[src/rtl/ddr_global_pkg.sv]
// Shared DDR common types: CSR sequencer opcodes, error codes and FSM states.
package ddr_global_pkg;

  typedef enum logic [1:0] {
    OpWrite = 2'd0,
    OpPoll  = 2'd1,
    OpRmw   = 2'd2,
    OpWait  = 2'd3
  } CSR_SEQ_OP_T;

  typedef enum logic [1:0] {
    ErrNone    = 2'd0,
    ErrBusErr  = 2'd1,
    ErrTimeout = 2'd2
  } CSR_SEQ_ERR_T;

  typedef enum logic [2:0] {
    StIdle,
    StFetch,
    StWr,
    StRd,
    StRmwWr,
    StGap,
    StWait,
    StAbort
  } csr_seq_state_t;

endpackage

[src/rtl/ddr_cmn_csr_seq_fifo.sv]
// Command FIFO for the CSR sequencer: show-ahead read, synchronous flush,
// simultaneous push/pop accepted when full.
module ddr_cmn_csr_seq_fifo #(
  parameter int unsigned WIDTH = 8,
  parameter int unsigned DEPTH = 4
) (
  input  logic             i_clk,
  input  logic             i_rst_n,
  input  logic             i_flush,
  input  logic             i_push,
  input  logic [WIDTH-1:0] i_wdata,
  input  logic             i_pop,
  output logic [WIDTH-1:0] o_rdata,
  output logic             o_full,
  output logic             o_empty
);
  localparam int unsigned AW = (DEPTH > 1) ? $clog2(DEPTH) : 1;

  logic [WIDTH-1:0] r_mem [DEPTH];
  logic [AW:0]      r_wptr;
  logic [AW:0]      r_rptr;
  logic             w_do_push;
  logic             w_do_pop;

  assign o_empty   = (r_wptr == r_rptr);
  assign o_full    = (r_wptr[AW] != r_rptr[AW]) && (r_wptr[AW-1:0] == r_rptr[AW-1:0]);
  assign w_do_pop  = i_pop && !o_empty;
  // A pop frees the slot the push lands in, so full does not block it.
  assign w_do_push = i_push && (!o_full || w_do_pop);
  assign o_rdata   = r_mem[r_rptr[AW-1:0]];

  always_ff @(posedge i_clk) begin
    if (!i_rst_n || i_flush) begin
      r_wptr <= '0;
      r_rptr <= '0;
    end else begin
      if (w_do_push) r_wptr <= r_wptr + 1'b1;
      if (w_do_pop)  r_rptr <= r_rptr + 1'b1;
    end
  end

  always_ff @(posedge i_clk) begin
    if (i_rst_n && !i_flush && w_do_push) begin
      r_mem[r_wptr[AW-1:0]] <= i_wdata;
    end
  end

endmodule

[src/rtl/ddr_cmn_csr_seq.sv]
// CSR command sequencer: queues WRITE/POLL/RMW/WAIT commands and replays them
// on a ready-handshaked CSR bus, aborting on bus error or poll timeout.
module ddr_cmn_csr_seq
  import ddr_global_pkg::*;
#(
  parameter int unsigned AWIDTH   = 32,
  parameter int unsigned DWIDTH   = 32,
  parameter int unsigned DEPTH    = 4,
  parameter int unsigned POLL_GAP = 4,
  parameter int unsigned TMO_W    = 10
) (
  input  logic              i_hclk,
  input  logic              i_hreset_n,
  input  logic              i_cmd_valid,
  output logic              o_cmd_ready,
  input  logic [1:0]        i_cmd_op,
  input  logic [AWIDTH-1:0] i_cmd_addr,
  input  logic [DWIDTH-1:0] i_cmd_data,
  input  logic [DWIDTH-1:0] i_cmd_mask,
  output logic              o_write,
  output logic              o_read,
  output logic [AWIDTH-1:0] o_addr,
  output logic [DWIDTH-1:0] o_wdata,
  input  logic [DWIDTH-1:0] i_rdata,
  input  logic              i_error,
  input  logic              i_ready,
  output logic              o_busy,
  output logic              o_done,
  output logic              o_err,
  output logic [1:0]        o_err_code,
  input  logic              i_clr_err
);
  localparam int unsigned   FW       = 2 + AWIDTH + 2 * DWIDTH;
  localparam int unsigned   GW       = (POLL_GAP > 1) ? $clog2(POLL_GAP) : 1;
  localparam logic [GW-1:0] GapLast  = (POLL_GAP > 1) ? GW'(POLL_GAP - 1) : '0;
  localparam logic [TMO_W-1:0] RetryMax = '1;

  csr_seq_state_t    r_state,      w_state_nxt;
  logic              r_write,      w_write_nxt;
  logic              r_read,       w_read_nxt;
  logic [AWIDTH-1:0] r_addr,       w_addr_nxt;
  logic [DWIDTH-1:0] r_wdata,      w_wdata_nxt;
  logic              r_done,       w_done_nxt;
  logic              r_err,        w_err_nxt;
  CSR_SEQ_ERR_T      r_err_code,   w_err_code_nxt;
  CSR_SEQ_ERR_T      r_abort_code, w_abort_code_nxt;
  CSR_SEQ_OP_T       r_op,         w_op_nxt;
  logic [DWIDTH-1:0] r_data,       w_data_nxt;
  logic [DWIDTH-1:0] r_mask,       w_mask_nxt;
  logic [TMO_W-1:0]  r_retry,      w_retry_nxt;
  logic [GW-1:0]     r_gap,        w_gap_nxt;
  logic [15:0]       r_wait,       w_wait_nxt;

  logic              w_push, w_pop, w_flush, w_full, w_empty;
  logic [FW-1:0]     w_fifo_wdata, w_fifo_rdata;
  CSR_SEQ_OP_T       w_f_op;
  logic [AWIDTH-1:0] w_f_addr;
  logic [DWIDTH-1:0] w_f_data, w_f_mask;

  assign w_fifo_wdata = {i_cmd_op, i_cmd_addr, i_cmd_data, i_cmd_mask};
  assign w_f_op       = CSR_SEQ_OP_T'(w_fifo_rdata[FW-1 -: 2]);
  assign w_f_addr     = w_fifo_rdata[2*DWIDTH +: AWIDTH];
  assign w_f_data     = w_fifo_rdata[DWIDTH +: DWIDTH];
  assign w_f_mask     = w_fifo_rdata[0 +: DWIDTH];

  // Pushes are refused while an error is pending and in the flushing cycle.
  assign o_cmd_ready  = (!w_full || w_pop) && !r_err && (r_state != StAbort);
  assign w_push       = i_cmd_valid && o_cmd_ready;

  ddr_cmn_csr_seq_fifo #(
    .WIDTH (FW),
    .DEPTH (DEPTH)
  ) u_fifo (
    .i_clk   (i_hclk),
    .i_rst_n (i_hreset_n),
    .i_flush (w_flush),
    .i_push  (w_push),
    .i_wdata (w_fifo_wdata),
    .i_pop   (w_pop),
    .o_rdata (w_fifo_rdata),
    .o_full  (w_full),
    .o_empty (w_empty)
  );

  always_comb begin
    w_state_nxt      = r_state;
    w_write_nxt      = r_write;
    w_read_nxt       = r_read;
    w_addr_nxt       = r_addr;
    w_wdata_nxt      = r_wdata;
    w_done_nxt       = 1'b0;
    w_err_nxt        = r_err;
    w_err_code_nxt   = r_err_code;
    w_abort_code_nxt = r_abort_code;
    w_op_nxt         = r_op;
    w_data_nxt       = r_data;
    w_mask_nxt       = r_mask;
    w_retry_nxt      = r_retry;
    w_gap_nxt        = r_gap;
    w_wait_nxt       = r_wait;
    w_pop            = 1'b0;
    w_flush          = 1'b0;

    if (i_clr_err) begin
      w_err_nxt      = 1'b0;
      w_err_code_nxt = ErrNone;
    end

    unique case (r_state)
      StIdle: if (!w_empty) w_state_nxt = StFetch;
      StFetch: begin
        if (w_empty) begin
          w_done_nxt  = 1'b1;
          w_state_nxt = StIdle;
        end else begin
          w_pop       = 1'b1;
          w_op_nxt    = w_f_op;
          w_data_nxt  = w_f_data;
          w_mask_nxt  = w_f_mask;
          w_addr_nxt  = w_f_addr;
          w_retry_nxt = '0;
          unique case (w_f_op)
            OpWrite: begin
              w_wdata_nxt = w_f_data;
              w_write_nxt = 1'b1;
              w_state_nxt = StWr;
            end
            OpPoll, OpRmw: begin
              w_read_nxt  = 1'b1;
              w_state_nxt = StRd;
            end
            OpWait: begin
              w_wait_nxt  = 16'(w_f_data);
              w_state_nxt = StWait;
            end
          endcase
        end
      end
      StWr, StRmwWr: begin
        if (i_ready) begin
          w_write_nxt = 1'b0;
          if (i_error) begin
            w_abort_code_nxt = ErrBusErr;
            w_state_nxt      = StAbort;
          end else begin
            w_state_nxt = StFetch;
          end
        end
      end
      StRd: begin
        if (i_ready) begin
          w_read_nxt = 1'b0;
          if (i_error) begin
            w_abort_code_nxt = ErrBusErr;
            w_state_nxt      = StAbort;
          end else if (r_op == OpRmw) begin
            w_wdata_nxt = (i_rdata & ~r_mask) | (r_data & r_mask);
            w_write_nxt = 1'b1;
            w_state_nxt = StRmwWr;
          end else if (((i_rdata ^ r_data) & r_mask) == '0) begin
            w_state_nxt = StFetch;
          end else if (r_retry == RetryMax) begin
            w_abort_code_nxt = ErrTimeout;
            w_state_nxt      = StAbort;
          end else begin
            w_gap_nxt   = '0;
            w_state_nxt = StGap;
          end
        end
      end
      StGap: begin
        if (r_gap == GapLast) begin
          w_retry_nxt = r_retry + 1'b1;
          w_read_nxt  = 1'b1;
          w_state_nxt = StRd;
        end else begin
          w_gap_nxt = r_gap + 1'b1;
        end
      end
      // A zero count still occupies one cycle.
      StWait: begin
        if (r_wait <= 16'd1) w_state_nxt = StFetch;
        else                 w_wait_nxt  = r_wait - 16'd1;
      end
      StAbort: begin
        w_flush        = 1'b1;
        w_err_nxt      = 1'b1;
        w_err_code_nxt = r_abort_code;
        w_state_nxt    = StIdle;
      end
    endcase
  end

  always_ff @(posedge i_hclk) begin
    if (!i_hreset_n) begin
      r_state      <= StIdle;
      r_write      <= 1'b0;
      r_read       <= 1'b0;
      r_addr       <= '0;
      r_wdata      <= '0;
      r_done       <= 1'b0;
      r_err        <= 1'b0;
      r_err_code   <= ErrNone;
      r_abort_code <= ErrNone;
      r_op         <= OpWrite;
      r_data       <= '0;
      r_mask       <= '0;
      r_retry      <= '0;
      r_gap        <= '0;
      r_wait       <= '0;
    end else begin
      r_state      <= w_state_nxt;
      r_write      <= w_write_nxt;
      r_read       <= w_read_nxt;
      r_addr       <= w_addr_nxt;
      r_wdata      <= w_wdata_nxt;
      r_done       <= w_done_nxt;
      r_err        <= w_err_nxt;
      r_err_code   <= w_err_code_nxt;
      r_abort_code <= w_abort_code_nxt;
      r_op         <= w_op_nxt;
      r_data       <= w_data_nxt;
      r_mask       <= w_mask_nxt;
      r_retry      <= w_retry_nxt;
      r_gap        <= w_gap_nxt;
      r_wait       <= w_wait_nxt;
    end
  end

  assign o_write    = r_write;
  assign o_read     = r_read;
  assign o_addr     = r_addr;
  assign o_wdata    = r_wdata;
  assign o_busy     = (r_state != StIdle);
  assign o_done     = r_done;
  assign o_err      = r_err;
  assign o_err_code = r_err_code;

endmodule

[config.mk]
export PLATFORM = sky130hd
export DESIGN_NAME = ddr_cmn_csr_seq
export DESIGN_NICKNAME = d
export VERILOG_FILES = /design/src/rtl/ddr_global_pkg.sv /design/src/rtl/ddr_cmn_csr_seq_fifo.sv /design/src/rtl/ddr_cmn_csr_seq.sv
export SDC_FILE = /design/constraint.sdc
export NUM_CORES = 1
export LEC_CHECK = 0
export CAP_MARGIN = 20
export CORE_ASPECT_RATIO = 0.9
export CORE_UTILIZATION = 30
export CTS_BUF_LIST = sky130_fd_sc_hd__clkbuf_8
export CTS_CLUSTER_SIZE = 10
export DETAILED_ROUTE_END_ITERATION = 10
export SETUP_SLACK_MARGIN = 0.05
export SLEW_MARGIN = 10
export SYNTH_ARGS = -nofsm -noshare
export SYNTH_HDL_FRONTEND = slang
export SYNTH_HIERARCHICAL = 1
export SYNTH_SLANG_ARGS = --single-unit
[constraint.sdc]
create_clock -name i_hclk -period 18.69 [get_ports i_hclk]
set_clock_uncertainty 0.1 [all_clocks]
set_input_delay 3.738 -clock i_hclk [delete_from_list [all_inputs] [get_ports i_hclk]]
set_output_delay 3.738 -clock i_hclk [all_outputs]
set_load 0.02 [all_outputs]
[Yosys cells after proc, flatten, opt, wreduce, memory -nomap -nowiden]
Memory sizes are Yosys's and may differ from the RTL's. A register that Yosys moved wholly into a read port is not among the register bits.
Cells that the tools add are included.
Storage, ports and cells
  logic and storage cells: 172
  RAM bits: 392
  bits of input ports: 136
  ROM bits: 0
  memories kept: 1
  flip-flop bits (word level): 175
  latch bits: 0
Memories
  u_fifo.r_mem: depth 4, bits a word 98, read ports 1, clocked after memory_dff 1, wr ports 1, RTL line ddr_cmn_csr_seq_fifo.sv:19  | logic [WIDTH-1:0] r_mem [DEPTH];
Cells by class
  equality and inequality tests: 37
  shift-type cells: 0
  divide/modulo/power cells: 0
  multiplexer cells: 64
  $mul: 0
  $add $sub $neg: 5
  bitwise operators: 7
  magnitude comparators: 1
  reduce and logical (&&, ||, !) cells: 40
Operators by type and width (count)
  32-bit two-way mux: 5
  32-bit bitwise AND: 3
  32-bit case mux with 2 select lines: 1
  16-bit two-way mux: 3
  2-bit two-way mux: 18
  2-bit inequality test (second input constant): 17
  32-bit zero test: 1
  32-bit NOT: 1
  32-bit OR: 1
  16-bit case mux with 2 select lines: 1
  32-bit bitwise XOR: 1
  3-bit two-way mux: 10
  3-bit case mux with 7 select lines: 1
  7-bit AND reduction: 3
  10-bit two-way mux: 2
  10-bit case mux with 2 select lines: 1
  1-bit two-way mux: 17
  16-bit by 1-bit less-or-equal comparator with 1-bit output (second input constant): 1
  16-bit by 1-bit subtractor with 16-bit output (second input constant): 1
  3-bit == test (second input constant): 4
  3-bit inequality test (second input constant): 4
  2-bit nonzero test: 6
  10-bit by 1-bit adder with 10-bit output (second input constant): 1
  10-bit == test (second input constant): 1
  25 further kinds: 50

[Depth between registers and ports, before layout]
  depth in word-level cells: 11
  mapped depth: 11
  gate-level depth less buffers: 10

[Modules after synthesis]
Netlist, hierarchy kept.
By module, submodules not included
  ddr_cmn_csr_seq_fifo: area each 14720.4 um^2, times used 1, cells each 575
  ddr_cmn_csr_seq: area each 7737.4 um^2, times used 1, cells each 985

[Least setup slack after synthesis]
Ideal clock, no wire load.
  path kind: in2reg
  start point: in i_hreset_n
  end point: mem u_fifo/r_mem[0][0] (netlist name) (enable)
  stages on the path: 3
  path buffers: 0
  arrival: 10825 ps
  slack: 7089 ps
  cells stage by stage: nor2b_1 > o41ai_4 > nor3_1
On the way
  longest elaborated chain between the ends: 4
RTL lines
  start, declared: RTL line ddr_cmn_csr_seq.sv:13  | input logic i_hreset_n,
  1-bit logical AND (2 in series): RTL line ddr_cmn_csr_seq_fifo.sv:43  | if (i_rst_n && !i_flush && w_do_push) begin
  1-bit two-way mux: RTL line ddr_cmn_csr_seq_fifo.sv:43
  1-bit two-way mux (not written as such): RTL line ddr_cmn_csr_seq_fifo.sv:44  | r_mem[r_wptr[AW-1:0]] <= i_wdata;
  end, declared: RTL line ddr_cmn_csr_seq_fifo.sv:19
Every way passes these cells.

[Worst setup path in the final report]
  start point: reg u_fifo.r_wptr[0]
  end point: out o_cmd_ready
On the way
  longest elaborated chain between the ends: 6
  elaborated cells between the ends (all ways): 9
  classes of those cells: 2 x eq/ne; 2 x mux; 5 x reduce/logical
RTL lines
  start, declared: RTL line ddr_cmn_csr_seq_fifo.sv:20  | logic [AW:0] r_wptr;
  start signal, assigned: RTL line ddr_cmn_csr_seq_fifo.sv:37  | if (w_do_push) r_wptr <= r_wptr + 1'b1;
  3-bit == test: RTL line ddr_cmn_csr_seq_fifo.sv:25  | assign o_empty = (r_wptr == r_rptr);
  named net w_empty: RTL line ddr_cmn_csr_seq.sv:54  | logic w_push, w_pop, w_flush, w_full, w_empty;
  1-bit two-way mux: RTL line ddr_cmn_csr_seq.sv:112  | if (w_empty) begin
  1-bit two-way mux: RTL line ddr_cmn_csr_seq.sv:109  | unique case (r_state)
  1-bit logical OR: RTL line ddr_cmn_csr_seq.sv:67  | assign o_cmd_ready = (!w_full || w_pop) && !r_err && (r_state != StAbort);
  1-bit logical AND (2 in series): RTL line ddr_cmn_csr_seq.sv:67
  end, declared: RTL line ddr_cmn_csr_seq.sv:15  | output logic o_cmd_ready,
The timed path passes the listed nets, and every way through them passes these cells.

==> impl_table.tex <==
\begin{tabular}{lr}
\hline
Metric & Value \\
\hline
\multicolumn{2}{l}{\textbf{Job}} \\
\# Max-Cap Violations & 0 \\
\multicolumn{2}{l}{\textbf{Setup path}} \\
Cell depth of the worst flop-to-flop path & 10 \\
Worst-path fanout max & 31 \\
Critical path start-end classification & flip-flop to output port \\
Kind of end point of the critical path & output port \\
End of the worst register-to-register path & u\_fifo/r\_mem[0][96] \\
Setup crit start kind & flip-flop \\
Reg2Reg Setup Slack & 14.16 ns \\
R2r startpoint & u\_fifo/r\_wptr[0] \\
Arrival @ worst endpoint & 3.36 ns \\
Required time of the critical path & between 10 and 15 ns \\
\multicolumn{2}{l}{\textbf{Pwr}} \\
P\_leak & a little under 9 nW \\
Power density cells & just under 100 mW/mm2 \\
Peak ir drop on the vdd network & 56.8 uV \\
\multicolumn{2}{l}{\textbf{GRT}} \\
Total global routing track utilization & 0.159 \\
Number of antenna violations at the first check in global routing & 15 \\
Wire length of the first global-routing pass & 89,900 um \\
Aggregate global routing overflow & 0 \\
Largest net degree at the start of global routing & 90 \\
Vias in the first global route & 13,900 \\
\multicolumn{2}{l}{\textbf{Clock network}} \\
H-tree Lvls & 3 \\
Clock sinks & 569 \\
TritonCTS Buffers & 91 \\
Setup bufs post-CTS & 0 \\
TritonCTS clock tree & built \\
Maximum clock insertion buffer count & 3 \\
Hold-fix buffer count after cts & 0 \\
Master cell of the clock root buffer & clkbuf\_8 \\
Insertion delay to the later sink of the worst-skew pair & 0.69 ns \\
Post-cts resize count & 0 \\
Clk pin slew, worst setup/hold paths & 0.06 ns \\
\multicolumn{2}{l}{\textbf{Place}} \\
Total placed cells including tap cells & 2,661 \\
Buffers added on ports & 207 \\
Instance area at placement & roughly 0.026 mm2 \\
DPL Wire Length & approximately 39,000 um \\
Worst setup slack before clock tree synthesis & 10.94 ns \\
Final weighted congestion of routability-driven global placement & 0.803 \\
\multicolumn{2}{l}{\textbf{Synthesis}} \\
Summed instance area of the synthesized netlist & 0.0225 mm2 \\
Share of synthesized registers carrying an async set or reset & 0 \\
Net count of the mapped netlist & 1,707 \\
Seq/Total Area, Yosys & 0.682 \\
Cell variety after synth & 69 \\
Mean instance size in the synthesized netlist & between 10 and 15 um2 \\
Flops \& latches, synth & around 570 \\
Number of synthesized flops with an enable pin & 392 \\
Post-Syn Instances & about 1,600 \\
Number of warnings printed during yosys synthesis & 6 \\
Most used flip-flop cell after synthesis & edfxtp\_1 \\
\multicolumn{2}{l}{\textbf{Layout}} \\
Most frequent cells in the layout & edfxtp\_1, nand2\_1, clkdlybuf4s50\_1, dfxtp\_1, a21oi\_1 \\
Fill cell total of the finished layout & 6,966 \\
Area taken by multi-input logic gates & 0.00668 mm2 \\
Most common cell after layout, fill and taps aside & edfxtp\_1 \\
Area added between synthesis and finish & 21.8\% \\
Sequential cell area & approximately 0.015 mm2 \\
Share of the core filled with cells in the final layout & 0.372 \\
Area of all placed cells without fillers & 0.0274 mm2 \\
Number of nets at the end of the flow & 1,941 \\
Ratio of cells with drive above 1 in the final layout & 0.146 \\
Fin cells & 2,834 \\
\multicolumn{2}{l}{\textbf{Drt}} \\
Total DRC errors in the routed layout & 0 \\
Number of iterations in the first detailed-routing pass & 5 \\
Drt via density & 4.90 \\
Total Routed Length & approximately 60,000 um \\
Number of design-rule violations left by the first detailed-router iteration & 1,040 \\
Detailed-route wire length per cell & 21.4 um \\
Number of vias after detailed routing & 13,900 \\
Final antenna-violating net count & 0 \\
\multicolumn{2}{l}{\textbf{Floorplanning}} \\
Effective utilization at floorplan & 0.305 \\
Ports placed on the boundary & around 210 \\
Chip Width & 290 um \\
Core Area & 0.0736 mm2 \\
Area of the die & 0.0760 mm2 \\
Site Rows & 94 \\
Height of the die & roughly 260 um \\
\multicolumn{2}{l}{\textbf{Timing}} \\
Max-slew violation count & 0 \\
Setup repair after global routing missed its margin & no \\
Actual transition at the worst max-transition pin & between 1 and 1.5 ns \\
Final number of setup-violating endpoints & 0 \\
Shortest clock period the worst path allows after layout & between 7 and 8 ns \\
Final WS setup & 11.49 ns \\
Maximum clock rate & 139 MHz \\
Total Negative Setup Slacks & 0 ns \\
Final hold violation count & 0 \\
Share of the clock period used by the worst path after layout & 0.385 \\
Worst slew margin relative to its limit & 0.260 \\
\multicolumn{2}{l}{\textbf{Worst hold path}} \\
Depth of the worst hold-timing path & 2 \\
Worst hold path endpoint & o\_wdata[15] \\
Min-delay src & o\_wdata[15] \\
Hold crit path type & flip-flop to flip-flop \\
\multicolumn{2}{l}{\textbf{Status}} \\
Outcome & finished clean \\
\hline
\end{tabular}
critical path, cell delays in order (launching register included):
cell,delay [ns]
dfxtp_1,0.48
xnor2_2,0.18
nand3_1,0.17
inv_1,0.09
nand2b_1,0.16
or3_4,0.55
a211oi_1,0.36
clkdlybuf4s50_1,0.69
cells by family (layout without fill, tap and decap cells):
family	Yosys count	in the layout	synth area share
other	0	1	0
muxes	138	138	0.116
DFF	569	569	0.682
xor gates and xnor gates	45	45	0.0186
and+or+nand+nor	411	411	0.0769
adders and majority gates	11	11	0.00613
buffers and inverters	110	423	0.0223
AOI/OAI and AO/OA	276	276	0.0781
report_power, final:
part	internal, W	total, W	switching [W]
combinational	0.0000931	0.000222	0.000129
sequential	0.00139	0.00141	0.0000245
clock	0.000554	0.00106	0.000506
total	0.00204	0.00270	0.000660
registers in the layout, indices dropped and copies added (netlist names), 3 cells and up, named ones only:
register       flops
o_addr            32
o_wdata           32
r_data            32
r_mask            32
r_retry           10
r_state            3
r_wait            16
u_fifo/r_mem     392
u_fifo/r_rptr      3
u_fifo/r_wptr      3
routing by layer:
metal / global-route usage / vias to the layer above / part of all wire
met1: 0.209 / 6994 / 0.44
met5: 0 / - / 0.0021
met2: 0.259 / 417 / 0.48
met3: 0.0443 / 103 / 0.067
met4: 0.0390 / 20 / 0.017
li1: - / 6342 / -
worst max-delay path by stage:
stage | startpoint | to | slack (ns) | depth (start not counted)
floorplan | i_hreset_n | u_fifo/r_mem[0][0] | 7.09 | 3
global placement | i_hreset_n | u_fifo/r_mem[0][2] | 11.01 | 7
detailed placement | i_hreset_n | u_fifo/r_mem[2][83] | 10.94 | 7
CTS | u_fifo/r_wptr[0] | o_cmd_ready | 11.38 | 7
global route | u_fifo/r_wptr[0] | o_cmd_ready | 11.26 | 7
finish | u_fifo/r_wptr[0] | o_cmd_ready | 11.49 | 7
synth_stat cells (5+ instances only):
master / instances / area share
mux2i_1: 40 / 0.018
o21ai_1: 9 / 0.0020
nor4_1: 6 / 0.0017
a21oi_1: 155 / 0.035
o211ai_1: 38 / 0.013
nand2_1: 302 / 0.050
nand3_1: 6 / 0.0013
nand2b_1: 7 / 0.0019
xor2_1: 39 / 0.015
nor2b_1: 5 / 0.0014
a22oi_1: 18 / 0.0060
o21ai_0: 12 / 0.0027
nor3_1: 10 / 0.0022
ha_1: 11 / 0.0061
clkbuf_1: 59 / 0.0099
or3_1: 6 / 0.0017
inv_1: 21 / 0.0035
nor2_1: 42 / 0.0070
dfxtp_1: 177 / 0.16
edfxtp_1: 392 / 0.52
nand4_1: 7 / 0.0019
buf_2: 23 / 0.0051
mux4_2: 98 / 0.098
metrics by stage:
step,total power (W),hold WS [ns]
detailed placement,0.00166,0.346
floorplan,0.00156,0.331
CTS,0.00273,0.354
finish,0.00270,0.352
global placement,0.00166,0.339
global route,0.00280,0.373
layout make-up:
class | instances | area share
clock inverter | 69 | 0.0152
sequential | 569 | 0.560
timing repair buffer | 229 | 0.0818
tap | 960 | 0.0439
multi-input combinational | 881 | 0.244
clock buffer | 103 | 0.0518
inverter | 22 | 0.00320
antenna | 1 | 0.0000915
(Power assumes the default switching activity.)
